===== config.mk =====
export PLATFORM = sky130hd
export DESIGN_NAME = branch_step_controller_flat
export DESIGN_NICKNAME = d
export VERILOG_FILES = /design/src/rtl/minisrc_ctrl_pkg.sv /design/src/rtl/branch_step_controller_if.sv /design/src/rtl/branch_step_controller_sat_counter.sv /design/src/rtl/branch_step_controller.sv /design/src/flat_wrapper.sv
export SDC_FILE = /design/constraint.sdc
export NUM_CORES = 1
export LEC_CHECK = 0
export BUFFER_PORTS_ARGS = -buffer_cell sky130_fd_sc_hd__buf_2
export CAP_MARGIN = 15
export CORE_ASPECT_RATIO = 1.4
export CORE_MARGIN = 8
export CORE_UTILIZATION = 50
export DETAILED_ROUTE_END_ITERATION = 12
export GPL_ROUTABILITY_DRIVEN = 0
export PLACE_DENSITY = 0.78
export SLEW_MARGIN = 30
export SYNTH_ARGS = -nofsm -noshare
export SYNTH_HDL_FRONTEND = slang
export SYNTH_SLANG_ARGS = --single-unit

===== constraint.sdc =====
create_clock -name clk -period 5.45 [get_ports clk]
set_input_delay 0.2725 -clock clk [delete_from_list [all_inputs] [get_ports clk]]
set_output_delay 0.2725 -clock clk [all_outputs]
set_load 0.02 [all_outputs]

===== src/rtl/minisrc_ctrl_pkg.sv =====
// Shared Mini SRC control definitions: op codes, branch conditions,
// execute-step state encoding and the per-state strobe decode.
package minisrc_ctrl_pkg;

   typedef enum logic [1:0] {
      OP_BR   = 2'b00,
      OP_JR   = 2'b01,
      OP_JAL  = 2'b10,
      OP_RSVD = 2'b11
   } op_e;

   // Branch-condition field, shared with the CON FF
   typedef enum logic [1:0] {
      BRZR = 2'b00,
      BRNZ = 2'b01,
      BRPL = 2'b10,
      BRMI = 2'b11
   } brcond_e;

   typedef enum logic [3:0] {
      S_IDLE,
      S_BR_T3,
      S_BR_T4,
      S_BR_T5,
      S_BR_T6,
      S_JR_T3,
      S_JAL_T3,
      S_JAL_T4,
      S_DONE
   } state_e;

   typedef struct packed {
      logic gra;
      logic rout;
      logic rin;
      logic r15sel;
      logic conin;
      logic pcout;
      logic pcin;
      logic yin;
      logic cout;
      logic add;
      logic zin;
      logic zlowout;
   } strobe_t;

   // Unconditional strobes of each execute step; the CON-dependent PCin
   // of BR_T6 is added by the controller.
   function automatic strobe_t decode_state(state_e s);
      strobe_t st;
      st = '0;
      case (s)
         S_BR_T3:  begin st.gra = 1'b1; st.rout = 1'b1; st.conin = 1'b1; end
         S_BR_T4:  begin st.pcout = 1'b1; st.yin = 1'b1; end
         S_BR_T5:  begin st.cout = 1'b1; st.add = 1'b1; st.zin = 1'b1; end
         S_BR_T6:  begin st.zlowout = 1'b1; end
         S_JR_T3:  begin st.gra = 1'b1; st.rout = 1'b1; st.pcin = 1'b1; end
         S_JAL_T3: begin st.pcout = 1'b1; st.rin = 1'b1; st.r15sel = 1'b1; end
         S_JAL_T4: begin st.gra = 1'b1; st.rout = 1'b1; st.pcin = 1'b1; end
         default:  ;
      endcase
      return st;
   endfunction

endpackage


===== src/rtl/branch_step_controller_if.sv =====
// Handshake, condition input, datapath strobes and debug counters of the
// branch step controller.
interface branch_step_controller_if #(parameter int CNT_W = 16);
   logic             start;
   logic [1:0]       op;
   logic             run;
   logic             CON;
   logic             busy;
   logic             done;
   logic             illegal;
   logic             Gra, Rout, Rin, R15sel, CONin;
   logic             PCout, PCin, Yin, Cout, ADD, Zin, Zlowout;
   logic [CNT_W-1:0] taken_cnt;
   logic [CNT_W-1:0] exec_cnt;

   modport master (
      output start, op, run, CON,
      input  busy, done, illegal,
      input  Gra, Rout, Rin, R15sel, CONin,
      input  PCout, PCin, Yin, Cout, ADD, Zin, Zlowout,
      input  taken_cnt, exec_cnt
   );

   modport slave (
      input  start, op, run, CON,
      output busy, done, illegal,
      output Gra, Rout, Rin, R15sel, CONin,
      output PCout, PCin, Yin, Cout, ADD, Zin, Zlowout,
      output taken_cnt, exec_cnt
   );
endinterface


===== src/rtl/branch_step_controller_sat_counter.sv =====
// Saturating up-counter: holds at all-ones instead of wrapping.
module sat_counter #(parameter int W = 16) (
   input  logic         clk,
   input  logic         rst_n,
   input  logic         inc_i,
   output logic [W-1:0] cnt_o
);
   logic [W-1:0] cnt_q, cnt_d;

   // Next count: step only when requested and not already at the ceiling
   always_comb begin
      cnt_d = cnt_q;
      if (inc_i && (cnt_q != {W{1'b1}})) cnt_d = cnt_q + 1'b1;
   end

   // Count register
   always_ff @(posedge clk or negedge rst_n) begin
      if (!rst_n) cnt_q <= '0;
      else        cnt_q <= cnt_d;
   end

   assign cnt_o = cnt_q;
endmodule


===== src/rtl/branch_step_controller.sv =====
// Execute-step sequencer for Mini SRC branch / jr / jal (T3 onward).
// Strobes are Moore decodes of the state register gated by run.
module branch_step_controller
   import minisrc_ctrl_pkg::*;
#(parameter int CNT_W = 16)
(
   input  logic                    clk,
   input  logic                    reset_n,
   branch_step_controller_if.slave bus
);
   state_e  state_q;
   op_e     op_q;
   logic    illegal_q;
   logic    arm_q;      // low for the first edge after reset release
   strobe_t st;
   logic    taken_inc, exec_inc;

   // Step sequencer; run=0 freezes the state, illegal is a self-clearing pulse
   always_ff @(posedge clk or negedge reset_n) begin
      if (!reset_n) begin
         state_q   <= S_IDLE;
         op_q      <= OP_BR;
         illegal_q <= 1'b0;
         arm_q     <= 1'b0;
      end else begin
         arm_q     <= 1'b1;
         illegal_q <= 1'b0;
         if (bus.run) begin
            case (state_q)
               S_IDLE: begin
                  if (bus.start && arm_q) begin
                     case (op_e'(bus.op))
                        OP_BR:   begin op_q <= OP_BR;  state_q <= S_BR_T3;  end
                        OP_JR:   begin op_q <= OP_JR;  state_q <= S_JR_T3;  end
                        OP_JAL:  begin op_q <= OP_JAL; state_q <= S_JAL_T3; end
                        default: illegal_q <= 1'b1;
                     endcase
                  end
               end
               S_BR_T3:  state_q <= S_BR_T4;
               S_BR_T4:  state_q <= S_BR_T5;
               S_BR_T5:  state_q <= S_BR_T6;
               S_BR_T6:  state_q <= S_DONE;
               S_JR_T3:  state_q <= S_DONE;
               S_JAL_T3: state_q <= S_JAL_T4;
               S_JAL_T4: state_q <= S_DONE;
               default:  state_q <= S_IDLE;   // S_DONE and any stray code
            endcase
         end
      end
   end

   // Strobe decode; PCin in BR_T6 follows CON directly
   always_comb begin
      st = '0;
      if (bus.run) begin
         st = decode_state(state_q);
         if (state_q == S_BR_T6) st.pcin = bus.CON;
      end
   end

   assign taken_inc = bus.run && (state_q == S_BR_T6) && (op_q == OP_BR) && bus.CON;
   assign exec_inc  = bus.run && (state_q == S_DONE);

   sat_counter #(.W(CNT_W)) u_taken_cnt (
      .clk   (clk),
      .rst_n (reset_n),
      .inc_i (taken_inc),
      .cnt_o (bus.taken_cnt)
   );

   sat_counter #(.W(CNT_W)) u_exec_cnt (
      .clk   (clk),
      .rst_n (reset_n),
      .inc_i (exec_inc),
      .cnt_o (bus.exec_cnt)
   );

   assign bus.busy    = (state_q != S_IDLE);
   assign bus.done    = (state_q == S_DONE);   // held through a stall in DONE
   assign bus.illegal = illegal_q;

   assign bus.Gra     = st.gra;
   assign bus.Rout    = st.rout;
   assign bus.Rin     = st.rin;
   assign bus.R15sel  = st.r15sel;
   assign bus.CONin   = st.conin;
   assign bus.PCout   = st.pcout;
   assign bus.PCin    = st.pcin;
   assign bus.Yin     = st.yin;
   assign bus.Cout    = st.cout;
   assign bus.ADD     = st.add;
   assign bus.Zin     = st.zin;
   assign bus.Zlowout = st.zlowout;
endmodule


===== src/flat_wrapper.sv =====
// flat-port wrapper written by rule: the top's interface ports become plain ports
module branch_step_controller_flat import minisrc_ctrl_pkg::*;
#(parameter int CNT_W = 16)
  (clk, reset_n, bus_start, bus_op, bus_run, bus_CON, bus_busy, bus_done, bus_illegal, bus_Gra, bus_Rout, bus_Rin, bus_R15sel, bus_CONin, bus_PCout, bus_PCin, bus_Yin, bus_Cout, bus_ADD, bus_Zin, bus_Zlowout, bus_taken_cnt, bus_exec_cnt);
  branch_step_controller_if #(.CNT_W(CNT_W)) bus_i ();
  input  logic clk;
  input  logic reset_n;
  input wire logic [$bits(bus_i.start)-1:0] bus_start;
  input wire logic [$bits(bus_i.op)-1:0] bus_op;
  input wire logic [$bits(bus_i.run)-1:0] bus_run;
  input wire logic [$bits(bus_i.CON)-1:0] bus_CON;
  output wire logic [$bits(bus_i.busy)-1:0] bus_busy;
  output wire logic [$bits(bus_i.done)-1:0] bus_done;
  output wire logic [$bits(bus_i.illegal)-1:0] bus_illegal;
  output wire logic [$bits(bus_i.Gra)-1:0] bus_Gra;
  output wire logic [$bits(bus_i.Rout)-1:0] bus_Rout;
  output wire logic [$bits(bus_i.Rin)-1:0] bus_Rin;
  output wire logic [$bits(bus_i.R15sel)-1:0] bus_R15sel;
  output wire logic [$bits(bus_i.CONin)-1:0] bus_CONin;
  output wire logic [$bits(bus_i.PCout)-1:0] bus_PCout;
  output wire logic [$bits(bus_i.PCin)-1:0] bus_PCin;
  output wire logic [$bits(bus_i.Yin)-1:0] bus_Yin;
  output wire logic [$bits(bus_i.Cout)-1:0] bus_Cout;
  output wire logic [$bits(bus_i.ADD)-1:0] bus_ADD;
  output wire logic [$bits(bus_i.Zin)-1:0] bus_Zin;
  output wire logic [$bits(bus_i.Zlowout)-1:0] bus_Zlowout;
  output wire logic [$bits(bus_i.taken_cnt)-1:0] bus_taken_cnt;
  output wire logic [$bits(bus_i.exec_cnt)-1:0] bus_exec_cnt;
  assign bus_i.start = bus_start;
  assign bus_i.op = bus_op;
  assign bus_i.run = bus_run;
  assign bus_i.CON = bus_CON;
  assign bus_busy = bus_i.busy;
  assign bus_done = bus_i.done;
  assign bus_illegal = bus_i.illegal;
  assign bus_Gra = bus_i.Gra;
  assign bus_Rout = bus_i.Rout;
  assign bus_Rin = bus_i.Rin;
  assign bus_R15sel = bus_i.R15sel;
  assign bus_CONin = bus_i.CONin;
  assign bus_PCout = bus_i.PCout;
  assign bus_PCin = bus_i.PCin;
  assign bus_Yin = bus_i.Yin;
  assign bus_Cout = bus_i.Cout;
  assign bus_ADD = bus_i.ADD;
  assign bus_Zin = bus_i.Zin;
  assign bus_Zlowout = bus_i.Zlowout;
  assign bus_taken_cnt = bus_i.taken_cnt;
  assign bus_exec_cnt = bus_i.exec_cnt;
  branch_step_controller #(.CNT_W(CNT_W)) u_core (.clk(clk), .reset_n(reset_n), .bus(bus_i));
endmodule

; ---- After elaboration in Yosys (flattened, before gate mapping)
; Cells that the tools add are included.
[totals]
output_inout_bits = 47
elab_cells = 59
register_bits = 40
input_bits = 7
[classes]
reduce_logical = 19
n_addsub = 2
eq_ne = 14
muxes = 18
[ops]
columns = cell, n
row1 = $add 16x1->16 const B, 2
row2 = $ne 16x16->1 const B, 2
row3 = $pmux 4 s6, 1
row4 = $eq 4x3->1 const B, 4
row5 = $mux 12, 1
row6 = $pmux 4 s3, 1
row7 = $mux 1, 10
row8 = $reduce_or 3->1, 3
row9 = $eq 4x2->1 const B, 2
row10 = $logic_and 1x1->1, 7
row11 = $pmux 2 s3, 1
row12 = $eq 4x1->1 const B, 1
row13 = $eq 4x4->1 const B, 1
row14 = $logic_not 2->1, 2
row15 = $logic_not 4->1, 1
row16 = $mux 2, 2
row17 = $mux 4, 1
row18 = $ne 4x4->1 const B, 1
row19 = $reduce_and 4->1, 1
row20 = $reduce_bool 4->1, 1
row21 = $reduce_or 2->1, 2
row22 = $mux 3, 1
row23 = $reduce_and 3->1, 1
row24 = $reduce_bool 3->1, 1
row25 = 3 further kinds, 3

; ---- Depth between registers and ports, before layout
; Gate-level depths: netlist (run 1).
[depth]
ltp_word = 6
mapped_depth = 6
depth_no_buf = 6

; ---- Modules after synthesis
; A second synthesis (run 1) with hierarchy kept.
[unflattened]
hier_cells = 213
hier_area_um2 = 2342.2
[modules_own_cells]
columns = module, seq_area_each_um2, cells_each, n_inst, area_each_um2
row1 = sat_counter, 400.4, 72, 2, 859.6
row2 = branch_step_controller, 200.2, 69, 1, 623.1

; ---- Worst setup path after synthesis (run 1)
; No wires, ideal clock.
[synth_path]
path_kind = flip-flop to flip-flop
from = register u_core.state_q[2]
to = register u_core.op_q[0]
t_required_ns = 5.325
synth_period_minus_slack_ns = 2.006
n_path_buf = 1
setup_slack_ns = 3.444
arrival_time_ns = 1.881
path_stages_with_launch = 6
setup_ns = 0.125
path_cell_list = dfrtp_1 -> buf_2 -> or4_1 -> or2_2 -> nor2_1 -> mux2_2
[synth_via]
elab_chain_cells = 2
[synth_rtl]
columns = item, line_no
row1 = "start, declared", branch_step_controller.sv:11  ; state_e state_q;
row2 = "start signal, assigned", branch_step_controller.sv:21  ; state_q <= S_IDLE;
row3 = "start signal, assigned", branch_step_controller.sv:33  ; OP_BR: begin op_q <= OP_BR; state_q <= S_BR_T3; end
row4 = "start signal, assigned", branch_step_controller.sv:34  ; OP_JR: begin op_q <= OP_JR; state_q <= S_JR_T3; end
row5 = $logic_not 4->1, branch_step_controller.sv:29  ; case (state_q)
row6 = $reduce_and 4->1 (no source line), n/a
row7 = "end signal, assigned", branch_step_controller.sv:33
row8 = "end signal, assigned", branch_step_controller.sv:34
row9 = "end signal, assigned", branch_step_controller.sv:35  ; OP_JAL: begin op_q <= OP_JAL; state_q <= S_JAL_T3; end
row10 = "end, declared", branch_step_controller.sv:12  ; op_e op_q;
; Every way passes these cells.
; A chain may end at the register's enable or synchronous reset.

; ---- Worst setup path in the final report (run 1)
[layout_path]
from = register u_core.state_q[0]
to = output port bus_ADD
[layout_via]
elab_chain_cells = 3
[layout_rtl]
columns = item, line_no
row1 = $eq 4x2->1, minisrc_ctrl_pkg.sv:52  ; case (s)
row2 = $mux 3, minisrc_ctrl_pkg.sv:52
row3 = $mux 12, branch_step_controller.sv:56  ; if (bus.run) begin
row4 = "end, declared", flat_wrapper.sv:24  ; output wire logic [$bits(bus_i.ADD)-1:0] bus_ADD;
; Every way passes these cells.

==> results.md, run 1 <==
- Mean Syn Cell Area: 10.6 sq um
- Reg2reg start: u_core.state_q[1]
- Area Overhead vs Synth: 17.0%
- Die width: 72.8 um
- CTS sink cnt: 40
- Setup Skew: 0.00948 ns
- CP bufs+invs: 2
- Maximum VDD drop: 0.000187 V
- Critical hold path startpoint: bus_run
- Required time worst endpoint: 5.18 ns
- Worst Tran Pin Value: 0.754 ns
- Final layout net count: 278
- Initial antenna violation count: 0
- Slew margin rel.: 0.496
- YS warnings: 0
- Setup TNS: 0 ns
- Seq/Total Area, Yosys: 0.443
- FILL cells: 408
- Core area: 0.00443 sq mm
- Resized cells post-CTS: 0
- Dpl hpwl: 3450 um
- Predominant post-synthesis flop cell: dfrtp_1
- Max-cap viol count: 0
- Worst hold path type: in2reg
- Hold path depth: 2
- Maximum clock frequency: 479 MHz
- GRT overflow: 0
- Total Routing Usage GR: 0.141
- Most frequent cells in the layout: buf_2, dfrtp_1, xor2_1
- Max Transition Viols Final: 0
- Post-synth EDFFs: 0
- Crit-path max FO: 11
- Worst Hold Endpoint: u_core.state_q[3]
- RSZ-0062 raised after global routing: false
- Cells after synthesis: 213
- Drt drc: 0
- Post-Syn Area: 0.00226 sq mm
- Status: finished, final reports clean
- Global-route wire length before repair: 7830 um
- Reg2reg end: u_core.op_q[0]
- Setup crit end kind: primary output
- Pwr/cell area: 321 mW/mm^2
- Clock Latency Late Sink: 0.30 ns
- Reg2reg setup slack: 3.36 ns
- Layout cells sized above 1: 0.302
- Port Buffers: 53
- Worst reg2reg path depth: 4
- Die area: 0.00695 sq mm
- Slowest library cell on the worst path: dfrtp_1
- Clk slew on worst S/H paths: 0.08 ns
- Fin crit share: 0.383
- Vias: 1764
- Area of the multi-input gates: 0.00115 sq mm
- I/O Pins: 54
- Avg WL per Cell: 14.3 um
- CTS root buf: clkbuf_8
- Hold Fails Final Rpt: 0
- Final Util: 0.596
- Cell variety after synth: 44
- Largest net degree at the start of global routing: 41
- Critical path type: reg2out
- Diode count: 0
- Syn nets: 227
- Leading cell type in the layout, fill and taps excluded: buf_2
- Final min period: 2.09 ns
- Signal arrival time at the worst endpoint: 1.81 ns
- CTS tree: built
- Vias in the first global route: 1769
- Finish-stage setup viols: 0
- Post-synth top area cell: dfrtp_1
- Total CTS buffers: 5
- Crit-path cells: inv_1 > or3_1 > nor2_1 > buf_2
- Crit-path max cell delay: 0.59 ns
- Synth top area share: 0.443
- Largest cells by area after synthesis: dfrtp_1, xor2_1, ha_1, mux2_2, nand4_1
- WL final: 4660 um
- H-Tree Level Count: 2
- Initial core utilization: 0.510
- CP delay by family, top: flip-flops
- Async set-reset flop share out of synthesis: 1.00
- CTS Buffer Depth: 2
- Hold_buf cts: 0
- Drt via density: 5.39
- Seq cells post-synth: 40
- Crit start category: flip-flop
- Leakage: 0.00139 uW
- Die H: 95.5 um
- Flip-flop and latch area: 0.00100 sq mm
- Final ANT Viol Nets: 0
- Drt initial violations: 96
- Row Count: 29
- First-pass iteration count of the detailed router: 4
- Post-CTS setup buffer count: 0
## report_power, final
| group | switching (uW) | internal (uW) |
|---|---|---|
| clock | 106 | 103 |
| combinational | 144 | 98.0 |
| sequential | 61.9 | 334 |
| total | 311 | 535 |
## worst register-to-register path: cells and delay by family (launching register included)
| family | cells | cell delay (ns) |
|---|---|---|
| AND/OR/NAND/NOR | 3 | 1.08 |
| multiplexers | 1 | 0.35 |
| flip-flops | 1 | 0.54 |
## logic make-up after synthesis
kind of cell	Yosys count	share of synthesized area
simple gates	93	0.267
flops	40	0.443
xor+xnor	26	0.101
buf+inv	20	0.0460
compound gates	18	0.0621
mux	8	0.0399
fa+ha+maj	7	0.0388
other cells	1	0.00166
## metal layers
metal / global-route usage / share of wire / vias to the layer above
li1: - / - / 856
met4: 0.0670 / 0.019 / 0
met5: 0 / 0 / -
met1: 0.157 / 0.43 / 855
met3: 0.0358 / 0.049 / 7
met2: 0.243 / 0.50 / 46
## synth_stat cells, types with 3 or more instances
cell type   n
xor2_1     21
dfrtp_1    40
o21ai_0     3
inv_1      10
and2_1      4
nor3_1      7
nor2_1     16
xnor2_1     5
nor4b_1     3
nor4_1      6
mux2_2      7
and3_1      3
a211oi_1    3
nand2_1    12
nand3_1    10
buf_4       4
buf_2       4
nand4_1    11
ha_1        7
a211oi_2    3
## registers in the layout (all words and copies together) (netlist names)
name                      cells
u_core.arm_q                  1
u_core.bus.illegal            1
u_core.op_q                   2
u_core.state_q                4
u_core.u_exec_cnt.cnt_o      16
u_core.u_taken_cnt.cnt_o     16
## layout make-up
cell class,count,share of cell area
well taps,62,0.0294
flip-flops and latches,40,0.379
clock inverters,1,0.00284
multi-input cells,153,0.436
inverters,10,0.0142
clock buffers,7,0.0327
repair buffers,54,0.105
## worst max path at each step
stage,start,end,cells after the start
global placement,u_core.state_q[1],u_core.op_q[1],4
finish,u_core.state_q[0],bus_ADD,4
detailed placement,u_core.state_q[1],u_core.op_q[1],4
CTS,u_core.state_q[0],bus_ADD,4
global route,u_core.u_exec_cnt.cnt_o[0],u_core.u_exec_cnt.cnt_o[1],5
floorplan,u_core.state_q[2],u_core.op_q[0],5
## per-stage QoR
step	instances	setup slack [ns]	area, sq um	hold slack [ns]	total power, uW
after floorplan	213	3.44	2260	-0.0231	576
after global placement	318	3.40	2530	0.439	637
after detailed placement	318	3.36	2530	0.453	645
after CTS	326	3.34	2630	0.127	856
after global routing	327	3.19	2640	0.351	900
final	327	3.36	2640	0.323	846
(Power assumes the default switching activity.)
==> run 2: changes to the inputs <==
--- a/config.mk
+++ b/config.mk
@@ -5,6 +5,7 @@
 export SDC_FILE = /design/constraint.sdc
 export NUM_CORES = 1
 export LEC_CHECK = 0
+export ABC_AREA = 1
 export BUFFER_PORTS_ARGS = -buffer_cell sky130_fd_sc_hd__buf_2
 export CAP_MARGIN = 15
 export CORE_ASPECT_RATIO = 1.4
@@ -12,7 +13,7 @@
 export CORE_UTILIZATION = 50
 export DETAILED_ROUTE_END_ITERATION = 12
 export GPL_ROUTABILITY_DRIVEN = 0
-export PLACE_DENSITY = 0.78
+export PLACE_DENSITY = 0.8
 export SLEW_MARGIN = 30
 export SYNTH_ARGS = -nofsm -noshare
 export SYNTH_HDL_FRONTEND = slang
==> constraint.sdc (replaced) <==
create_clock -name clk -period 1.8 [get_ports clk]
set_input_delay 0.09 -clock clk [delete_from_list [all_inputs] [get_ports clk]]
set_output_delay 0.09 -clock clk [all_outputs]
set_load 0.02 [all_outputs]
==> run 2 against run 1 <==
Effect of this change: sequential power increased to 2.9 times the previous value; sequential share of layout area decreased by 5.2 points; first-iteration DRC count increased by 86%; worst hold slack got worse by 0.22 ns; clock power increased to 3.5 times the previous value; total power increased to 3.2 times the previous value; critical endpoint is now bus_Rout; area after synthesis increased by 15%; critical path depth unchanged.
==> results.md, run 2 <==
- Clock power frac: 0.271 (was 0.247)
- Finish-stage setup viols: 0 (unchanged)
- Slew margin rel.: 0.652 (was 0.496)
- Leakage: 0.00163 uW (was 0.00139 uW)
- Largest cells by area after synthesis: dfrtp_1, nand2_1, nor2_1, inv_1, nand3_1 (was dfrtp_1, xor2_1, ha_1, mux2_2, nand4_1)
- Clock Latency Late Sink: 0.30 ns (about the same)
- Die width: 76.8 um (was 72.8 um)
- Final ANT Viol Nets: 0 (unchanged)
- Async set-reset flop share out of synthesis: 1.00 (unchanged)
- Worst reg2reg path depth: 8 (was 4)
- CTS root buf: clkbuf_8 (unchanged)
- Critical path type: reg2out (unchanged)
- Crit-path max cell delay: 0.42 ns (was 0.59 ns)
- Dpl hpwl: 4660 um (was 3450 um)
- YS warnings: 0 (unchanged)
- Vias: 2462 (was 1764)
- WL final: 6210 um (was 4660 um)
- Switching Share: 0.377 (was 0.368)
- CTS Buffer Depth: 2 (unchanged)
- Crit-path cells: nor2_1 > nand3_1 > a21oi_1 > buf_2 (was inv_1 > or3_1 > nor2_1 > buf_2)
- Worst Tran Pin Value: 0.522 ns (was 0.754 ns)
- RSZ-0062 raised after global routing: false (unchanged)
- Cells after synthesis: 370 (was 213)
- GR Util met1: 0.184 (was 0.157)
- First-pass iteration count of the detailed router: 4 (unchanged)
- Hold path depth: 3 (was 2)
- Hold Fails Final Rpt: 0 (unchanged)
- Mean Syn Cell Area: 7.00 sq um (was 10.6 sq um)
- Reg2reg start: u_core.u_exec_cnt.cnt_o[0] (was u_core.state_q[1])
- Psw: 1030 uW (was 311 uW)
- Predominant post-synthesis flop cell: dfrtp_1 (unchanged)
- Diode count: 0 (unchanged)
- Max-cap viol count: 0 (unchanged)
- Max Transition Viols Final: 0 (unchanged)
- Die H: 101 um (was 95.5 um)
- Setup crit end kind: primary output (unchanged)
- Setup TNS: 0 ns (unchanged)
- Drt drc: 0 (unchanged)
- Count leader, synth: nand2_1 (was dfrtp_1)
- Crit-path max FO: 4 (was 11)
- Synth top area share: 0.386 (was 0.443)
- Core area: 0.00508 sq mm (was 0.00443 sq mm)
- Signal arrival time at the worst endpoint: 1.57 ns (was 1.81 ns)
- Vias in the first global route: 2413 (was 1769)
- Seq/Total Area, Yosys: 0.386 (was 0.443)
- Largest net degree at the start of global routing: 41 (unchanged)
- Most frequent cells in the layout: nand2_1, buf_2, dfrtp_1 (was buf_2, dfrtp_1, xor2_1)
- Final min period: 1.66 ns
- Final layout net count: 448 (was 278)
- CTS tree: built (unchanged)
- Syn nets: 384 (was 227)
- GRT busiest layer: met2 (unchanged)
- Post-Syn Area: 0.00259 sq mm (was 0.00226 sq mm)
- H-Tree Level Count: 2 (unchanged)
- Row Count: 31 (was 29)
- Required time worst endpoint: 1.71 ns (was 5.18 ns)
- Int Pwr: 1690 uW (was 535 uW)
- Post-synth EDFFs: 0 (unchanged)
- Worst Hold Endpoint: u_core.bus.illegal (was u_core.state_q[3])
- Global-route wire length before repair: 10800 um (was 7830 um)
- Post-synth top cells: nand2_1, dfrtp_1, nor2_1 (was dfrtp_1, xor2_1, nor2_1)
- Port Buffers: 53 (unchanged)
- Total Routing Usage GR: 0.170 (was 0.141)
- Pwr/cell area: 888 mW/mm^2 (was 321 mW/mm^2)
- I/O Pins: 54 (unchanged)
- Reg2reg setup slack: 0.16 ns (was 3.36 ns)
- Maximum clock frequency: 602 MHz
- Post-synth top area cell: dfrtp_1 (unchanged)
- Final hold slack: 0.0985 ns (was 0.323 ns)
- Seq cells post-synth: 40 (unchanged)
- Fin crit share: 0.923
- Cell variety after synth: 26 (was 44)
- Layout cells sized above 1: 0.214 (was 0.302)
- Reg2reg end: u_core.u_exec_cnt.cnt_o[5] (was u_core.op_q[0])
- Setup Skew: 0.00776 ns (was 0.00948 ns)
- Initial core utilization: 0.510 (about the same)
- Maximum VDD drop: 0.000688 V (was 0.000187 V)
- Drt via density: 4.91 (was 5.39)
- Drt initial violations: 179 (was 96)
- Clk slew on worst S/H paths: 0.07 ns (was 0.08 ns)
- Status: finished, final reports clean (unchanged)
- Met3 Use GR: 0.0391 (was 0.0358)
- GRT overflow: 0 (unchanged)
- Total CTS buffers: 5 (unchanged)
- Critical hold path startpoint: bus_start (was bus_run)
- Die area: 0.00777 sq mm (was 0.00695 sq mm)
- Leading cell type in the layout, fill and taps excluded: nand2_1 (was buf_2)
- Slowest library cell on the worst path: dfrtp_1 (unchanged)
- Crit start category: flip-flop (unchanged)
- Logic pwr share: 0.308 (was 0.285)
- Initial antenna violation count: 0 (unchanged)
- Worst hold path type: in2reg (unchanged)
- CTS sink cnt: 40 (unchanged)
- GR Util met2: 0.304 (was 0.243)
- Area Overhead vs Synth: 18.3% (was 17.0%)
- Avg WL per Cell: 12.4 um (was 14.3 um)
- Seq pwr share: 0.422 (was 0.468)
-- run 2: how the worst max path moves through the flow --
stage / from / cells after the start / end / slack [ns]
2_1_floorplan: u_core.u_exec_cnt.cnt_o[1] / 9 / u_core.u_exec_cnt.cnt_o[8] / 0.16
3_3_place_gp: u_core.u_exec_cnt.cnt_o[1] / 8 / u_core.u_exec_cnt.cnt_o[9] / 0.23
3_5_place_dp: u_core.u_exec_cnt.cnt_o[0] / 8 / u_core.u_exec_cnt.cnt_o[14] / 0.11
4_1_cts: u_core.u_exec_cnt.cnt_o[0] / 8 / u_core.u_exec_cnt.cnt_o[14] / 0.09
5_1_grt: u_core.u_taken_cnt.cnt_o[0] / 8 / u_core.u_taken_cnt.cnt_o[14] / 0.03
6_report: u_core.state_q[3] / 4 / bus_Rout / 0.14
-- run 2: metal layers --
layer | up-vias | routed length (um)
met5 | - | 0
met4 | 0 | 147
li1 | 1275 | -
met1 | 1115 | 2560
met3 | 10 | 306
met2 | 62 | 3190
-- run 2: worst max-delay path, delay by kind of cell, from the launching register on --
kind / cells / cell delay, ns
simple gates: 2 / 0.43
compound gates: 1 / 0.23
flops: 1 / 0.42
buf+inv: 1 / 0.20
-- run 2: repair_timing --
action | in CTS | in global routing
endpoints found under the hold margin | 40 | 0
setup endpoints to repair | 0 | 13
setup buffers | 0 | 3
resized for setup | 0 | 0
hold buffers | 1 | 0
-- run 2: metrics by stage --
| stage | power (uW) | std cells | util | area [sq um] | worst slack [ns] |
|---|---|---|---|---|---|
| finish | 2720 | 501 | 0.603 | 3060 | 0.138 |
| global route | 2920 | 501 | 0.603 | 3060 | 0.0255 |
| CTS | 2740 | 498 | 0.598 | 3040 | 0.0868 |
| detailed placement | 1990 | 489 | 0.575 | 2920 | 0.114 |
| global placement | 1970 | 489 | 0.575 | 2920 | 0.233 |
| floorplan | 1740 | 370 | - | 2590 | 0.158 |
-- run 2: kinds of logic (layout without fill, tap and decap cells) --
logic type,count (synthesis),count (layout),synth area share
AND/OR/NAND/NOR,249,249,0.412
flip-flops,40,40,0.386
buffers and inverters,40,105,0.0768
AO/OA/AOI/OAI,18,18,0.0391
XOR/XNOR,15,15,0.0507
adder cells (fa/ha/maj),7,7,0.0338
other,1,1,0.00145
-- run 2: area by class of cell --
cell class / count / area [sq um]
Tap cell: 66 / 82.6
Timing Repair Buffer: 65 / 358
Fill cell: 477 / 2020
Multi-Input combinational cell: 290 / 1390
Clock buffer: 6 / 72.6
Clock inverter: 2 / 35.0
Inverter: 32 / 124
Sequential cell: 40 / 1000
-- run 2: power groups by stage --
stage	clock, uW	combinational [uW]	sequential [uW]
detailed placement	0	832	1160
CTS	757	838	1140
floorplan	0	540	1200
global placement	0	824	1150
global route	803	950	1170
finish	736	837	1150
